## config.mk

```make
export PLATFORM = sky130hd
export DESIGN_NAME = sobolrng_ctrl
export DESIGN_NICKNAME = d
export VERILOG_FILES = /design/src/rtl/sobolrng_ctrl_pkg.sv /design/src/rtl/sobolrng_lsz.sv /design/src/rtl/sobolrng_ctrl.sv
export SDC_FILE = /design/constraint.sdc
export NUM_CORES = 1
export LEC_CHECK = 0
export CORE_ASPECT_RATIO = 1.75
export CORE_UTILIZATION = 54
export CTS_BUF_LIST = sky130_fd_sc_hd__clkbuf_4 sky130_fd_sc_hd__clkbuf_8
export DETAILED_ROUTE_END_ITERATION = 16
export PLACE_DENSITY = 0.92
export SYNTH_ARGS = -nofsm -noshare
export SYNTH_HDL_FRONTEND = slang
export SYNTH_SLANG_ARGS = --single-unit
```

## constraint.sdc

```tcl
create_clock -name iClk -period 2.7 [get_ports iClk]
set_input_delay 0.27 -clock iClk [delete_from_list [all_inputs] [get_ports iClk]]
set_output_delay 0.27 -clock iClk [all_outputs]
set_load 0.01 [all_outputs]
```

## src/rtl/sobolrng_ctrl_pkg.sv

```systemverilog
// Shared definitions for the Sobol RNG sequencing controller:
// FSM state encoding and the run-length encoding for a full period.
package sobolrng_ctrl_pkg;

    typedef enum logic [1:0] {
        ST_IDLE = 2'd0,
        ST_CLR  = 2'd1,
        ST_RUN  = 2'd2
    } state_t;

    // A programmed length of zero requests a full 2^BITWIDTH-sample run
    localparam int LEN_FULL = 0;

endpackage

```

## src/rtl/sobolrng_lsz.sv

```systemverilog
// Least-significant-zero one-hot detector: bit k set where k is the lowest
// zero bit of the input; all-ones input yields zero.
module sobolrng_lsz #(
    parameter int BITWIDTH = 8
) (
    input  logic [BITWIDTH-1:0] value,
    output logic [BITWIDTH-1:0] onehot
);

    // Adding one carries through the trailing ones and lands on the lowest zero
    assign onehot = ~value & (value + BITWIDTH'(1));

endmodule

```

## src/rtl/sobolrng_ctrl.sv

```systemverilog
// Sequencing controller for the Sobol RNG core: step counter, LSZ one-hot
// generation and a run-length FSM with start/done, stall and abort.
module sobolrng_ctrl
    import sobolrng_ctrl_pkg::*;
#(
    parameter int BITWIDTH = 8
) (
    input  logic                iClk,
    input  logic                iRstN,
    input  logic                iStart,
    input  logic                iCont,
    input  logic [BITWIDTH-1:0] iLen,
    input  logic                iStall,
    input  logic                iAbort,
    output logic                oEn,
    output logic                oClr,
    output logic [BITWIDTH-1:0] oOneHot,
    output logic [BITWIDTH-1:0] oCnt,
    output logic                oBusy,
    output logic                oLast,
    output logic                oWrap,
    output logic                oDone
);

    state_t              state;
    state_t              state_nxt;
    logic [BITWIDTH-1:0] cnt;
    logic [BITWIDTH:0]   remaining;
    logic [BITWIDTH:0]   len_load;
    logic                cont;
    logic                done;
    logic                step;
    logic                wrap_step;
    logic                last_step;
    logic [BITWIDTH-1:0] lsz_onehot;

    sobolrng_lsz #(
        .BITWIDTH (BITWIDTH)
    ) u_lsz (
        .value  (cnt),
        .onehot (lsz_onehot)
    );

    assign len_load  = (iLen == BITWIDTH'(LEN_FULL)) ? {1'b1, {BITWIDTH{1'b0}}}
                                                    : {1'b0, iLen};
    assign step      = (state == ST_RUN) && !iStall;
    assign wrap_step = (state == ST_RUN) && cont && (&cnt);
    assign last_step = (state == ST_RUN) && !cont && (remaining == (BITWIDTH+1)'(1));

    always_ff @(posedge iClk or negedge iRstN) begin
        if (!iRstN) begin
            state <= ST_IDLE;
            done  <= 1'b0;
        end else begin
            state <= state_nxt;
            done  <= step && last_step && !iAbort;
        end
    end

    always_comb begin
        state_nxt = state;
        case (state)
            ST_IDLE: if (iStart) state_nxt = ST_CLR;
            ST_CLR:  state_nxt = ST_RUN;
            ST_RUN:  if (step && last_step) state_nxt = ST_IDLE;
            default: state_nxt = ST_IDLE;
        endcase
        if (iAbort && (state != ST_IDLE)) state_nxt = ST_IDLE;
    end

    // Run parameters are captured only when a start is accepted
    always_ff @(posedge iClk or negedge iRstN) begin
        if (!iRstN) begin
            cnt       <= '0;
            remaining <= '0;
            cont      <= 1'b0;
        end else begin
            if ((state == ST_IDLE) && iStart) begin
                cont      <= iCont;
                remaining <= len_load;
            end
            if (state == ST_CLR) begin
                cnt <= '0;
            end else if (step) begin
                cnt <= cnt + BITWIDTH'(1);
                if (!cont) remaining <= remaining - (BITWIDTH+1)'(1);
            end
        end
    end

    always_comb begin
        oEn     = 1'b0;
        oClr    = 1'b0;
        oOneHot = '0;
        oLast   = 1'b0;
        oWrap   = 1'b0;
        case (state)
            ST_CLR: oClr = 1'b1;
            ST_RUN: begin
                // The all-ones step in continuous mode clears the core instead of stepping it
                oEn     = !iStall && !wrap_step;
                oClr    = !iStall && wrap_step;
                oOneHot = lsz_onehot;
                oLast   = last_step;
                oWrap   = wrap_step;
            end
            default: ;
        endcase
    end

    assign oBusy = (state != ST_IDLE);
    assign oDone = done;
    assign oCnt  = cnt;

endmodule

```

==> impl_results.html, run 1 <==
<table>
<tr><th>Metric</th><th>Value</th></tr>
<tr><th colspan="2">Timing</th></tr>
<tr><td>Pins over their slew limit</td><td>0</td></tr>
<tr><td>Shortest clock period the worst path allows after layout</td><td>2.54 ns</td></tr>
<tr><td>Final WS setup</td><td>0.158 ns</td></tr>
<tr><td>FMAX</td><td>0.393 GHz</td></tr>
<tr><td>Unrepaired setup endpoints after global routing</td><td>no</td></tr>
<tr><td>Final-layout setup total negative slack</td><td>0 ns</td></tr>
<tr><td>Share of the cycle needed by the critical path after routing</td><td>94.2%</td></tr>
<tr><td>Hold WS</td><td>0.544 ns</td></tr>
<tr><td>Final hold viol count</td><td>0</td></tr>
<tr><td>Final-report setup violation count</td><td>0</td></tr>
<tr><td>Transition time at the pin with the least slew margin</td><td>0.996 ns</td></tr>
<tr><td>Worst slew margin relative to its limit</td><td>33.4%</td></tr>
<tr><td>Clock tree skew after final layout</td><td>0.00473 ns</td></tr>
<tr><th colspan="2">Finish</th></tr>
<tr><td>Core Util, Final</td><td>73.8%</td></tr>
<tr><td>Count of antenna diodes in the layout</td><td>0</td></tr>
<tr><td>Multi-input combinational cell area</td><td>823 um^2</td></tr>
<tr><td>Area of all placed cells without fillers</td><td>1840 um^2</td></tr>
<tr><td>Filler cell count in the final layout</td><td>177</td></tr>
<tr><td>P&amp;R area growth vs syn</td><td>29.8%</td></tr>
<tr><td>Most common cell after layout, fill and taps aside</td><td>sky130_fd_sc_hd__clkdlybuf4s50_1</td></tr>
<tr><td>Share of post-route cells with drive strength above 1</td><td>7.33%</td></tr>
<tr><td>Highest-count cells in the layout ignoring fill and taps</td><td>sky130_fd_sc_hd__clkdlybuf4s50_1 (35), sky130_fd_sc_hd__nor2_1 (21), sky130_fd_sc_hd__dfrtp_1 (21)</td></tr>
<tr><td>Post-layout net count</td><td>219</td></tr>
<tr><td>FF+latch area</td><td>526 um^2</td></tr>
<tr><th colspan="2">Critical path</th></tr>
<tr><td>R2R depth</td><td>5</td></tr>
<tr><td>Critical path capture point type</td><td>output port</td></tr>
<tr><td>Classification of the worst setup path</td><td>reg -&gt; out</td></tr>
<tr><td>Critical path peak fanout</td><td>12</td></tr>
<tr><td>Kind of start point of the critical path</td><td>flip-flop</td></tr>
<tr><td>Setup slack on the worst flop-to-flop path</td><td>0.58 ns</td></tr>
<tr><td>Endpoint required time on the critical path</td><td>2.43 ns</td></tr>
<tr><td>Data arrival, critical path</td><td>2.27 ns</td></tr>
<tr><th colspan="2">Synthesis</th></tr>
<tr><td>Top flip-flop cell by instance count after synthesis</td><td>sky130_fd_sc_hd__dfrtp_1</td></tr>
<tr><td>Total of warnings raised by yosys</td><td>0</td></tr>
<tr><td>Mean cell area of the mapped netlist</td><td>9.09 um^2</td></tr>
<tr><td>Post-synth ARST share</td><td>100%</td></tr>
<tr><td>Gate count after technology mapping</td><td>156</td></tr>
<tr><td>Synthesis-stage register bit count</td><td>21</td></tr>
<tr><td>Top cell type's share of synthesized area</td><td>37.1%</td></tr>
<tr><td>Synthesized Nets</td><td>183</td></tr>
<tr><td>Leading area contributor after synthesis</td><td>sky130_fd_sc_hd__dfrtp_1</td></tr>
<tr><td>Sequential-to-total area share from yosys stat</td><td>37.1%</td></tr>
<tr><td>Count of flip-flops with a built-in enable after synthesis</td><td>0</td></tr>
<tr><td>Netlist cell types</td><td>42</td></tr>
<tr><td>Top cells by area, synth</td><td>sky130_fd_sc_hd__dfrtp_1 (37%), sky130_fd_sc_hd__ha_1 (11%), sky130_fd_sc_hd__nor2_1 (5.6%)</td></tr>
<tr><td>Post-synth design cell area</td><td>1420 um^2</td></tr>
<tr><th colspan="2">Placed design</th></tr>
<tr><td>Post-DP HPWL</td><td>2760 um</td></tr>
<tr><td>IO Port Bufs</td><td>35</td></tr>
<tr><td>Setup WS pre-CTS</td><td>0.390 ns</td></tr>
<tr><td>Post-detailed-placement cell area</td><td>1780 um^2</td></tr>
<tr><td>RD Place Congestion</td><td>0.830</td></tr>
<tr><th colspan="2">CTS</th></tr>
<tr><td>Post-cts repair resize count</td><td>0</td></tr>
<tr><td>Inserted Clock Buffers</td><td>3</td></tr>
<tr><td>Number of sinks handled by clock tree synthesis</td><td>21</td></tr>
<tr><td>Number of buffers on the longest clock path</td><td>2</td></tr>
<tr><td>Number of hold buffers added after CTS</td><td>0</td></tr>
<tr><td>Number of levels the H-tree was split into</td><td>1</td></tr>
<tr><td>Clk pin slew, worst setup/hold paths</td><td>0.08 ns</td></tr>
<tr><td>TritonCTS clock tree</td><td>done</td></tr>
<tr><td>Post CTS Setup Buffer Count</td><td>0</td></tr>
<tr><td>Worst skew pair latency</td><td>0.27 ns</td></tr>
<tr><td>Root cell of the clock tree</td><td>sky130_fd_sc_hd__clkbuf_8</td></tr>
<tr><th colspan="2">Global routing</th></tr>
<tr><td>Number of global-route vias before repair</td><td>1398</td></tr>
<tr><td>Initial antenna violation count</td><td>0</td></tr>
<tr><td>Maximum number of pins on one net before global-route repair</td><td>22</td></tr>
<tr><td>Wire length of the first global-routing pass</td><td>6110 um</td></tr>
<tr><td>Overall fraction of global-route tracks in use</td><td>31.0%</td></tr>
<tr><td>Sum of overflow across all layers after global routing</td><td>0</td></tr>
<tr><th colspan="2">Die</th></tr>
<tr><td>Height of the chip</td><td>69.8 um</td></tr>
<tr><td>Ports</td><td>36</td></tr>
<tr><td>Area inside the core boundary</td><td>2490 um^2</td></tr>
<tr><td>Rows</td><td>24</td></tr>
<tr><td>Die area</td><td>2840 um^2</td></tr>
<tr><td>Width of the chip</td><td>40.7 um</td></tr>
<tr><td>Initial Utilization</td><td>56.9%</td></tr>
<tr><th colspan="2">Run status</th></tr>
<tr><td>Outcome</td><td>completed</td></tr>
<tr><th colspan="2">Routing</th></tr>
<tr><td>DRC</td><td>0</td></tr>
<tr><td>Routed wire length</td><td>3550 um</td></tr>
<tr><td>Residual antenna-violating net count after detailed routing</td><td>0</td></tr>
<tr><td>Number of iterations in the first detailed-routing pass</td><td>4</td></tr>
<tr><td>Iteration-0 DRC Markers</td><td>36</td></tr>
<tr><td>DR vias</td><td>1337</td></tr>
<tr><td>WL per Instance</td><td>16.4 um</td></tr>
<tr><td>Vias per cell</td><td>6.16</td></tr>
<tr><th colspan="2">Pwr</th></tr>
<tr><td>Total power per unit cell area</td><td>850 nW/um^2</td></tr>
<tr><td>P_leak</td><td>0.000796 uW</td></tr>
<tr><td>Max rail drop VDD</td><td>673 uV</td></tr>
<tr><th colspan="2">Run</th></tr>
<tr><td>Number of violations of the max-capacitance limit</td><td>0</td></tr>
<tr><th colspan="2">Hold path</th></tr>
<tr><td>Worst hold path type</td><td>in -&gt; async</td></tr>
</table>
[registers in the layout, indices dropped and copies added (netlist names)]
register	count
cont	1
remaining	9
oDone	1
oCnt	8
state	2
[routing by layer]
metal  share of wire (%)  up-vias  track usage, %
li1                    -      629               -
met1                  36      644            31.7
met2                  56       55            53.3
met3                 4.6        9            6.73
met4                 3.0        0            15.6
met5                   0        -               0
[path summary, 6_finish.rpt]
kind | startpoint | to
min | iRstN | remaining[7]
max | state[0] | oClr
max in group asynchronous | iRstN | remaining[8]
min reg2reg | remaining[8] | remaining[8]
max reg2reg | state[1] | remaining[3]
min in group iClk | remaining[8] | remaining[8]
[metrics by stage]
step           total power [uW]  std cells
2_1_floorplan              1040        156
3_3_place_gp               1280        213
3_5_place_dp               1330        213
4_1_cts                    1560        217
5_1_grt                    1680        217
6_report                   1560        217
[synthesized netlist by cell type, types with 4 or more instances]
master	number
sky130_fd_sc_hd__nor2_1	21
sky130_fd_sc_hd__a21oi_1	8
sky130_fd_sc_hd__dfrtp_1	21
sky130_fd_sc_hd__a211oi_1	6
sky130_fd_sc_hd__and3_1	4
sky130_fd_sc_hd__nor3_1	4
sky130_fd_sc_hd__and2_1	7
sky130_fd_sc_hd__nand2_1	8
sky130_fd_sc_hd__ha_1	13
sky130_fd_sc_hd__inv_1	14
sky130_fd_sc_hd__o21ai_0	6
sky130_fd_sc_hd__nor4_2	4
[critical path, stage by stage, from the launching register on]
cell and delay (ns):
sky130_fd_sc_hd__dfrtp_1 0.40, sky130_fd_sc_hd__inv_1 0.12, sky130_fd_sc_hd__ha_2 0.30, sky130_fd_sc_hd__nand4_1 0.17, sky130_fd_sc_hd__nor4_4 0.21, sky130_fd_sc_hd__a21oi_1 0.11
sky130_fd_sc_hd__nor2b_1 0.14, sky130_fd_sc_hd__clkdlybuf4s50_1 0.55
[cell families (layout without fill, tap and decap cells)]
| logic type | Yosys count | in the layout | share of synthesized area (%) |
|---|---|---|---|
| xor gates and xnor gates | 1 | 1 | 0.618 |
| and+or+nand+nor | 66 | 66 | 28.1 |
| muxes | 1 | 1 | 0.794 |
| DFF | 21 | 21 | 37.1 |
| AOI/OAI and AO/OA | 35 | 35 | 16.3 |
| adders and majority gates | 13 | 13 | 11.5 |
| buffers and inverters | 19 | 54 | 5.65 |
[where the power goes]
part           leakage (uW)  internal (uW)  switching, uW
sequential         0.000270            424            147
combinational      0.000500            356            412
clock             0.0000262            116            111
total              0.000796            896            669
[final cells by class]
type	count	share of cell area [%]
tap	26	1.77
inverter	14	2.86
clock buffer	4	2.65
timing repair buffer	36	19.4
sequential	21	28.6
multi-input combinational	116	44.7
No activity file was read; power rests on OpenSTA's default activity.
==> run 2, diff against run 1 <==
--- a/config.mk
+++ b/config.mk
@@ -5,6 +5,7 @@
 export SDC_FILE = /design/constraint.sdc
 export NUM_CORES = 1
 export LEC_CHECK = 0
+export ABC_CLOCK_PERIOD_IN_PS = 2700
 export CORE_ASPECT_RATIO = 1.75
 export CORE_UTILIZATION = 54
 export CTS_BUF_LIST = sky130_fd_sc_hd__clkbuf_4 sky130_fd_sc_hd__clkbuf_8
==> results of run 2 <==
No change in the layout: final DEF, timing and power equal those of run 1.
==> run 3, diff against run 2 <==
--- a/config.mk
+++ b/config.mk
@@ -6,6 +6,7 @@
 export NUM_CORES = 1
 export LEC_CHECK = 0
 export ABC_CLOCK_PERIOD_IN_PS = 2700
+export CAP_MARGIN = 20
 export CORE_ASPECT_RATIO = 1.75
 export CORE_UTILIZATION = 54
 export CTS_BUF_LIST = sky130_fd_sc_hd__clkbuf_4 sky130_fd_sc_hd__clkbuf_8
==> results of run 3 <==
No change in the layout: final DEF, timing and power equal those of run 1.
